--- config.mk ---
export PLATFORM = sky130hd
export DESIGN_NAME = hdr_merge_n
export DESIGN_NICKNAME = d
export VERILOG_FILES = /design/src/rtl/hdr_pkg.sv /design/src/rtl/hdr_merge_n_divider.sv /design/src/rtl/hdr_merge_n.sv
export SDC_FILE = /design/constraint.sdc
export NUM_CORES = 1
export LEC_CHECK = 0
export CORE_ASPECT_RATIO = 0.5
export CORE_MARGIN = 2
export CORE_UTILIZATION = 56
export DETAILED_ROUTE_END_ITERATION = 8
export PLACE_DENSITY = 0.83
export SLEW_MARGIN = 25
export SYNTH_ARGS = -nofsm -noshare
export SYNTH_HDL_FRONTEND = slang
export SYNTH_SLANG_ARGS = --single-unit
--- constraint.sdc ---
create_clock -name clk -period 4.25 [get_ports clk]
set_input_delay 1.0625 -clock clk [delete_from_list [all_inputs] [get_ports clk]]
set_output_delay 1.0625 -clock clk [all_outputs]
set_load 0.02 [all_outputs]
--- src/rtl/hdr_pkg.sv ---
// hdr_merge_n shared types and helpers.
// Mode enum, sideband bit layout, width helpers, hat weight.
package hdr_pkg;

  typedef enum logic {
    HDR_MERGE  = 1'b0,
    HDR_BYPASS = 1'b1
  } hdr_mode_e;

  // Sideband bus layout: {pix, mode, eol, sof, valid}
  localparam int SB_VLD  = 0;
  localparam int SB_SOF  = 1;
  localparam int SB_EOL  = 2;
  localparam int SB_MODE = 3;
  localparam int SB_PIX  = 4;

  function automatic int NUM_W(input int dw, input int n);
    return 2 * dw + $clog2(n);
  endfunction

  function automatic int DEN_W(input int dw, input int n);
    return dw + $clog2(n);
  endfunction

  function automatic int HDR_LAT(input int dw);
    return dw + 4;
  endfunction

  // Hat weight min(z, maxv-z), floored at w_min.
  function automatic logic [11:0] hat_weight(
    input logic [11:0] z,
    input int          dw,
    input int          w_min
  );
    int zi;
    int maxv;
    int w;
    zi   = int'(z);
    maxv = (1 << dw) - 1;
    w    = (zi < maxv - zi) ? zi : maxv - zi;
    if (w < w_min) w = w_min;
    return 12'(w);
  endfunction

endpackage

--- src/rtl/hdr_merge_n_divider.sv ---
// Pipelined restoring divider, one quotient bit per stage.
// Ports: num_i/den_i/sb_i in; q_o, rnz_o, sb_o after Q_W clocks.
module hdr_pipe_divider #(
  parameter int NUM_W = 17,
  parameter int DEN_W = 9,
  parameter int Q_W   = 8,
  parameter int SB_W  = 12
) (
  input  logic             clk,
  input  logic             rst,
  input  logic [NUM_W-1:0] num_i,
  input  logic [DEN_W-1:0] den_i,
  input  logic [SB_W-1:0]  sb_i,
  output logic [Q_W-1:0]   q_o,
  output logic             rnz_o,
  output logic [SB_W-1:0]  sb_o
);

  logic [NUM_W-1:0] rem_q [Q_W];
  logic [Q_W-1:0]   quo_q [Q_W];
  logic [SB_W-1:0]  sb_q  [Q_W];
  logic [DEN_W-1:0] den_q [Q_W];

  for (genvar s = 0; s < Q_W; s++) begin : g_st
    localparam int SH = Q_W - 1 - s;

    logic [NUM_W-1:0] rem_in;
    logic [DEN_W-1:0] den_in;
    logic [Q_W-1:0]   quo_in;
    logic [SB_W-1:0]  sb_in;
    logic [NUM_W:0]   dsh;
    logic [NUM_W:0]   diff;
    logic             ge;
    logic [Q_W-1:0]   quo_d;
    logic [NUM_W-1:0] rem_d;

    if (s == 0) begin : g_in0
      assign rem_in = num_i;
      assign den_in = den_i;
      assign quo_in = '0;
      assign sb_in  = sb_i;
    end else begin : g_inn
      assign rem_in = rem_q[s-1];
      assign den_in = den_q[s-1];
      assign quo_in = quo_q[s-1];
      assign sb_in  = sb_q[s-1];
    end

    // Borrow out of the trial subtraction decides the bit.
    assign dsh  = (NUM_W + 1)'(den_in) << SH;
    assign diff = {1'b0, rem_in} - dsh;
    assign ge   = ~diff[NUM_W];

    always_comb begin
      quo_d     = quo_in;
      quo_d[SH] = ge;
      rem_d     = ge ? diff[NUM_W-1:0] : rem_in;
    end

    always_ff @(posedge clk) begin
      rem_q[s] <= rem_d;
      quo_q[s] <= quo_d;
      den_q[s] <= den_in;
    end

    always_ff @(posedge clk) begin
      if (rst) sb_q[s] <= '0;
      else     sb_q[s] <= sb_in;
    end
  end

  assign q_o   = quo_q[Q_W-1];
  assign rnz_o = |rem_q[Q_W-1];
  assign sb_o  = sb_q[Q_W-1];

endmodule

--- src/rtl/hdr_merge_n.sv ---
// N-exposure HDR merge: hat-weighted mean, rounded up, 1 pix/clk.
// Ports: in_valid/sof/eol, data_i, cfg_mode/sel in; out_* and data_o.
module hdr_merge_n
  import hdr_pkg::*;
#(
  parameter int DATA_WIDTH = 8,
  parameter int NUM_EXP    = 2,
  parameter int W_MIN      = 1
) (
  input  logic                          clk,
  input  logic                          rst,
  input  logic                          in_valid,
  input  logic                          in_sof,
  input  logic                          in_eol,
  input  logic [NUM_EXP*DATA_WIDTH-1:0] data_i,
  input  logic                          cfg_mode,
  input  logic [1:0]                    cfg_sel,
  output logic                          out_valid,
  output logic                          out_sof,
  output logic                          out_eol,
  output logic [DATA_WIDTH-1:0]         data_o
);

  localparam int DW  = DATA_WIDTH;
  localparam int N   = NUM_EXP;
  localparam int NW  = NUM_W(DW, N);
  localparam int DNW = DEN_W(DW, N);
  localparam int PW  = 2 * DW;
  localparam int SBW = DW + 4;

  hdr_mode_e      mode_q, mode_d;
  logic [1:0]     sel_q, sel_d;
  logic [DW-1:0]  z_in [N];
  logic [DW-1:0]  w_in [N];
  logic [DW-1:0]  byp_pix;

  always_comb begin
    for (int k = 0; k < N; k++) begin
      z_in[k] = data_i[k*DW +: DW];
      w_in[k] = DW'(hat_weight(12'(z_in[k]), DW, W_MIN));
    end
  end

  // The sof pixel already uses the newly sampled config.
  always_comb begin
    mode_d = mode_q;
    sel_d  = sel_q;
    if (in_valid && in_sof) begin
      mode_d = cfg_mode ? HDR_BYPASS : HDR_MERGE;
      sel_d  = (int'(cfg_sel) < N) ? cfg_sel : 2'd0;
    end
    byp_pix = z_in[0];
    for (int k = 1; k < N; k++)
      if (int'(sel_d) == k) byp_pix = z_in[k];
  end

  always_ff @(posedge clk) begin
    if (rst) begin
      mode_q <= HDR_MERGE;
      sel_q  <= 2'd0;
    end else begin
      mode_q <= mode_d;
      sel_q  <= sel_d;
    end
  end

  logic [DW-1:0]  z1_q [N];
  logic [DW-1:0]  w1_q [N];
  logic [PW-1:0]  p2_q [N];
  logic [DNW-1:0] den2_q, den3_q, den_d;
  logic [NW-1:0]  num3_q, num_d;
  logic [SBW-1:0] sb1_q, sb2_q, sb3_q, sb_div;

  always_comb begin
    den_d = '0;
    num_d = '0;
    for (int k = 0; k < N; k++) begin
      den_d = den_d + DNW'(w1_q[k]);
      num_d = num_d + NW'(p2_q[k]);
    end
  end

  always_ff @(posedge clk) begin
    for (int k = 0; k < N; k++) begin
      z1_q[k] <= z_in[k];
      w1_q[k] <= w_in[k];
      p2_q[k] <= PW'(w1_q[k]) * PW'(z1_q[k]);
    end
    den2_q <= den_d;
    num3_q <= num_d;
    den3_q <= den2_q;
  end

  always_ff @(posedge clk) begin
    if (rst) begin
      sb1_q <= '0;
      sb2_q <= '0;
      sb3_q <= '0;
    end else begin
      sb1_q <= {byp_pix, mode_d == HDR_BYPASS,
                in_eol, in_sof, in_valid};
      sb2_q <= sb1_q;
      sb3_q <= sb2_q;
    end
  end

  logic [DW-1:0] q_div;
  logic          rnz;

  hdr_pipe_divider #(
    .NUM_W (NW),
    .DEN_W (DNW),
    .Q_W   (DW),
    .SB_W  (SBW)
  ) u_div (
    .clk   (clk),
    .rst   (rst),
    .num_i (num3_q),
    .den_i (den3_q),
    .sb_i  (sb3_q),
    .q_o   (q_div),
    .rnz_o (rnz),
    .sb_o  (sb_div)
  );

  logic [DW:0]   qr;
  logic [DW-1:0] mres, res_d;
  logic          vld_q, sof_q, eol_q;
  logic [DW-1:0] data_q;

  assign qr    = {1'b0, q_div} + {{DW{1'b0}}, rnz};
  assign mres  = qr[DW] ? {DW{1'b1}} : qr[DW-1:0];
  assign res_d = sb_div[SB_MODE] ? sb_div[SB_PIX +: DW] : mres;

  // data_o holds between pixels so it stays 0 after reset.
  always_ff @(posedge clk) begin
    if (rst) begin
      vld_q  <= 1'b0;
      sof_q  <= 1'b0;
      eol_q  <= 1'b0;
      data_q <= '0;
    end else begin
      vld_q <= sb_div[SB_VLD];
      sof_q <= sb_div[SB_SOF] & sb_div[SB_VLD];
      eol_q <= sb_div[SB_EOL] & sb_div[SB_VLD];
      if (sb_div[SB_VLD]) data_q <= res_d;
    end
  end

  assign out_valid = vld_q;
  assign out_sof   = sof_q;
  assign out_eol   = eol_q;
  assign data_o    = data_q;

endmodule

==> impl_summary.md <==
Run status
The flow ran to the end, and the final reports show no timing, DRC or antenna violations.

Critical path
Across all register-to-register paths, the minimum setup slack is approximately 0.13 ns. The endpoint of the most critical register-to-register path is p2_q[0][11]. The critical path in this run is classified as reg2reg.

The data arrival time of the critical path is between 4 and 5 ns. The startpoint of the lowest-slack register-to-register path is z1_q[0][4]. STA classifies the critical path startpoint as a flip-flop.

The data required time of the critical path is 4.72 ns. The top fanout value on the critical path is 7. The cell depth of the worst flop-to-flop path is 14. In this run the worst setup path begins at z1_q[0][4]. In this run the worst setup path terminates at p2_q[0][11].

STA classifies the critical path endpoint as a flip-flop.

Run
The count of max-cap constraint violations is 0.

STA
The setup TNS is 0 ns. The total count of max-transition violations in the final report was 0. The worst relative slew slack is 32.9%. The worst clock skew is between 0.01 and 0.015 ns.

Timing would allow up to 243 MHz. The clock period minus worst slack is around 4 ns. The slew at the pin closest to its max-slew limit is ~1 ns. Setup violations remaining at the end of the flow were counted as 0.

The worst path meets setup with roughly 0.13 ns of slack. The final count of hold timing violations came to 0. The final cycle utilization of the critical path is a little over nine tenths.

Cells and area
In the layout the commonest cells are 459 x sky130_fd_sc_hd__dfxtp_1, 209 x sky130_fd_sc_hd__inv_1, 170 x sky130_fd_sc_hd__ha_1, 150 x sky130_fd_sc_hd__nor2b_1, 112 x sky130_fd_sc_hd__nor2_1. The post-route netlist has under 10% of its cells at a drive strength greater than 1. After filler insertion, the fill cell instance count of the layout stands at 2,680.

The area growth from synthesis to layout is 13.2%. Leaving out fill and tap cells, the most frequent cell in the layout is sky130_fd_sc_hd__dfxtp_1. The design area is 0.0236 mm2. The count of nets after finishing is between 2,000 and 2,500.

Global routing
The total global routing overflow is 0. The via count of the first global-routing pass was around 13,000. The number of antenna violations at the first check in global routing came to 3.

The global-route wire length before repair is between 60,000 and 70,000 um. Entering global routing, the biggest net connects 81 pins. The aggregate global-route resource usage is between 10% and 20%.

Detailed routing
The first routing iteration left a little over 700 violations. Summing over every cut layer, the via total after detailed routing is 13,700. The count of unresolved DRC violations after routing is 0. The count of antenna-violating nets left after detailed routing is 0. The routed design has ~37,000 um of wire. The first TritonRoute pass finished after 5 iterations.

The per-cell via count in the routed design is 5.20. Dividing the detail-routed wire length by the instance count gives 14.3 um.

Clock tree
The later-pin clock latency in the skew report is between 0.5 and 0.6 ns. Hold repair after CTS inserted 0 buffers. TritonCTS built the clock tree.

The total number of clock tree sinks is 477. The buffer depth of the longest clock path is 3. Clock-pin slew was measured on the worst setup and hold paths at about 0.07 ns.

In this run the clock root is driven by a sky130_fd_sc_hd__clkbuf_16. The H-tree was split into 2 levels. The total clock buffers created by CTS is just over 40.

Floorplanning
The floorplan core area is 0.0363 mm2. The floorplan die area is 0.0389 mm2. The effective utilization at floorplan is between 50 and 60%. Row generation in the floorplan step produced between 40 and 50 rows. In this run the count of I/O pins placed on the die edge is 35. The die width is between 200 and 300 um. In this run the vertical extent of the chip is 140 um.

Place
After detailed placement, the total cell area comes to between 0.02 and 0.025 mm2. The wire-length estimate of the detail-placed layout is between 20,000 and 30,000 um. During placement, the flow inserted port buffers numbering 34. The placer congestion estimate is about 0.85. Prior to clock tree synthesis, the placed netlist has a worst setup slack of -0.110 ns.

Pwr
The total power density per cell area is ~830 mW/mm2. Summed over all nets, the switching power comes to roughly 7 mW. The fraction of power consumed by sequential logic is 33.3%. The share of power burned in the clock network is between 20% and 30%. Internal power comes to about 13 mW. The portion of total power attributed to combinational logic is 45.5%. Net switching is roughly 36% of the power. The worst voltage drop across the vdd grid is 0.000372 V.

In this run the static leakage power is 10.6 nW.

Synthesis
Counting every instance in the synthesized netlist gives 2,028. The average size of a mapped cell is ~10 um2. The cell area after technology mapping is about 0.021 mm2.

Yosys mapped the design onto 72 distinct sky130hd cell types. The number of warnings issued by yosys is 0. Counting flops with an async set or reset pin after synthesis yields a share of 0%.

Yosys mapped a number of flops with a built-in enable equal to 0. The share of the yosys chip area belonging to registers is 45.8%. Synthesis produced a netlist with a net count of between 2,000 and 2,500. The most used flip-flop cell after synthesis is sky130_fd_sc_hd__dfxtp_1.

Synthesis inferred between 400 and 500 register bits.

Worst hold path
The worst hold path passes through 0 cells. The min-delay analysis places its worst path in the category reg2reg.
## metal layers
layer / vias up / track usage, % / wire [um]
li1: 6921 / - / -
met1: 6429 / 22.9 / 16800
met2: 232 / 35.1 / 18500
met3: 64 / 3.27 / 1360
met4: 4 / 6.15 / 776
met5: - / 0 / 27
## logic make-up (layout without fill, tap and decap cells)
family | after synthesis | in the layout | share of synthesized area [%]
and+or+nand+nor | 590 | 590 | 15.2
DFF | 477 | 477 | 45.8
AOI/OAI and AO/OA | 318 | 318 | 9.87
adders and majority gates | 245 | 245 | 17.2
buffers and inverters | 236 | 349 | 4.29
xor gates and xnor gates | 94 | 94 | 3.95
muxes | 67 | 67 | 3.61
other | 1 | 2 | 0.0180
## sequential cells by signal (all words and copies together) (netlist names)
register,flops
data_o,8
den2_q,9
den3_q,9
num3_q,17
out_eol,1
out_sof,1
out_valid,1
p2_q,32
sb1_q,12
sb2_q,12
sb3_q,12
sel_q,2
u_div.den_q,63
u_div.quo_q,36
u_div.rem_q,136
u_div.sb_q,96
w1_q,14
z1_q,16
## critical path, cell delays in order, from the launching register on
cell                       delay [ns]
sky130_fd_sc_hd__dfxtp_4         0.38
sky130_fd_sc_hd__nand2_1         0.08
sky130_fd_sc_hd__fa_1            0.51
sky130_fd_sc_hd__fa_1            0.51
sky130_fd_sc_hd__inv_1           0.06
sky130_fd_sc_hd__fa_1            0.52
sky130_fd_sc_hd__inv_1           0.05
sky130_fd_sc_hd__fa_1            0.52
sky130_fd_sc_hd__inv_1           0.06
sky130_fd_sc_hd__ha_4            0.25
sky130_fd_sc_hd__o21a_1          0.20
sky130_fd_sc_hd__a21boi_1        0.17
sky130_fd_sc_hd__o41ai_2         0.45
sky130_fd_sc_hd__buf_4           0.18
sky130_fd_sc_hd__xnor2_1         0.10
## power groups by stage
| stage | combinational, mW | sequential, mW | clock [mW] |
|---|---|---|---|
| 6_report | 8.95 | 6.54 | 4.18 |
| 2_1_floorplan | 7.01 | 6.38 | 0 |
| 4_1_cts | 8.68 | 6.53 | 4.26 |
| 3_3_place_gp | 8.21 | 6.57 | 0 |
| 3_5_place_dp | 8.50 | 6.61 | 0 |
| 5_1_grt | 10.0 | 6.66 | 4.44 |
## worst min-delay path by stage
stage	slack [ns]	start	to
floorplan	0.31	den2_q[0]	den3_q[0]
global placement	0.31	den2_q[8]	den3_q[8]
detailed placement	0.31	u_div.rem_q[0][1]	u_div.rem_q[0][18]
CTS	0.32	num3_q[3]	u_div.rem_q[0][3]
global route	0.32	den2_q[6]	den3_q[6]
finish	0.32	u_div.quo_q[1][6]	u_div.quo_q[1][14]
## stage by stage
stage          total power, mW  std cells  utilization (%)  hold slack (ns)
6_report                  19.7       2626             65.0            0.322
2_1_floorplan             13.4       2028                -            0.310
3_5_place_dp              15.1       2544             60.3            0.312
4_1_cts                   19.5       2620             64.6            0.323
3_3_place_gp              14.8       2544             60.3            0.311
5_1_grt                   21.1       2625             65.0            0.323
## layout make-up
class	count	area (um2)	area share, %
inverters	209	785	3.32
clock inverters	18	334	1.42
multi-input cells	1315	10500	44.5
well taps	484	606	2.57
repair buffers	64	563	2.39
flip-flops and latches	477	9580	40.6
diodes	1	2.50	0.0106
clock buffers	58	1230	5.22
## cell usage after synthesis (25+ instances only)
cell | number | area (um2)
sky130_fd_sc_hd__a21o_1 | 27 | 203
sky130_fd_sc_hd__a21oi_1 | 100 | 500
sky130_fd_sc_hd__and2_1 | 88 | 551
sky130_fd_sc_hd__clkbuf_1 | 25 | 93.8
sky130_fd_sc_hd__dfxtp_1 | 477 | 9550
sky130_fd_sc_hd__fa_1 | 70 | 1400
sky130_fd_sc_hd__ha_1 | 175 | 2190
sky130_fd_sc_hd__inv_1 | 209 | 785
sky130_fd_sc_hd__mux2_2 | 42 | 473
sky130_fd_sc_hd__nand2_1 | 92 | 345
sky130_fd_sc_hd__nand2b_1 | 25 | 156
sky130_fd_sc_hd__nor2_1 | 112 | 420
sky130_fd_sc_hd__nor2b_1 | 150 | 938
sky130_fd_sc_hd__nor3_1 | 32 | 160
sky130_fd_sc_hd__o21ai_0 | 58 | 290
sky130_fd_sc_hd__xnor2_1 | 55 | 482
sky130_fd_sc_hd__xor2_1 | 39 | 342
## timing repair
item | CTS | global route
endpoints found under the hold margin | 0 | 0
setup buffers | 0 | 5
pin swaps | 1 | 23
setup endpoints to repair | 3 | 8
resized for setup | 3 | 38
(Power assumes the default switching activity.)
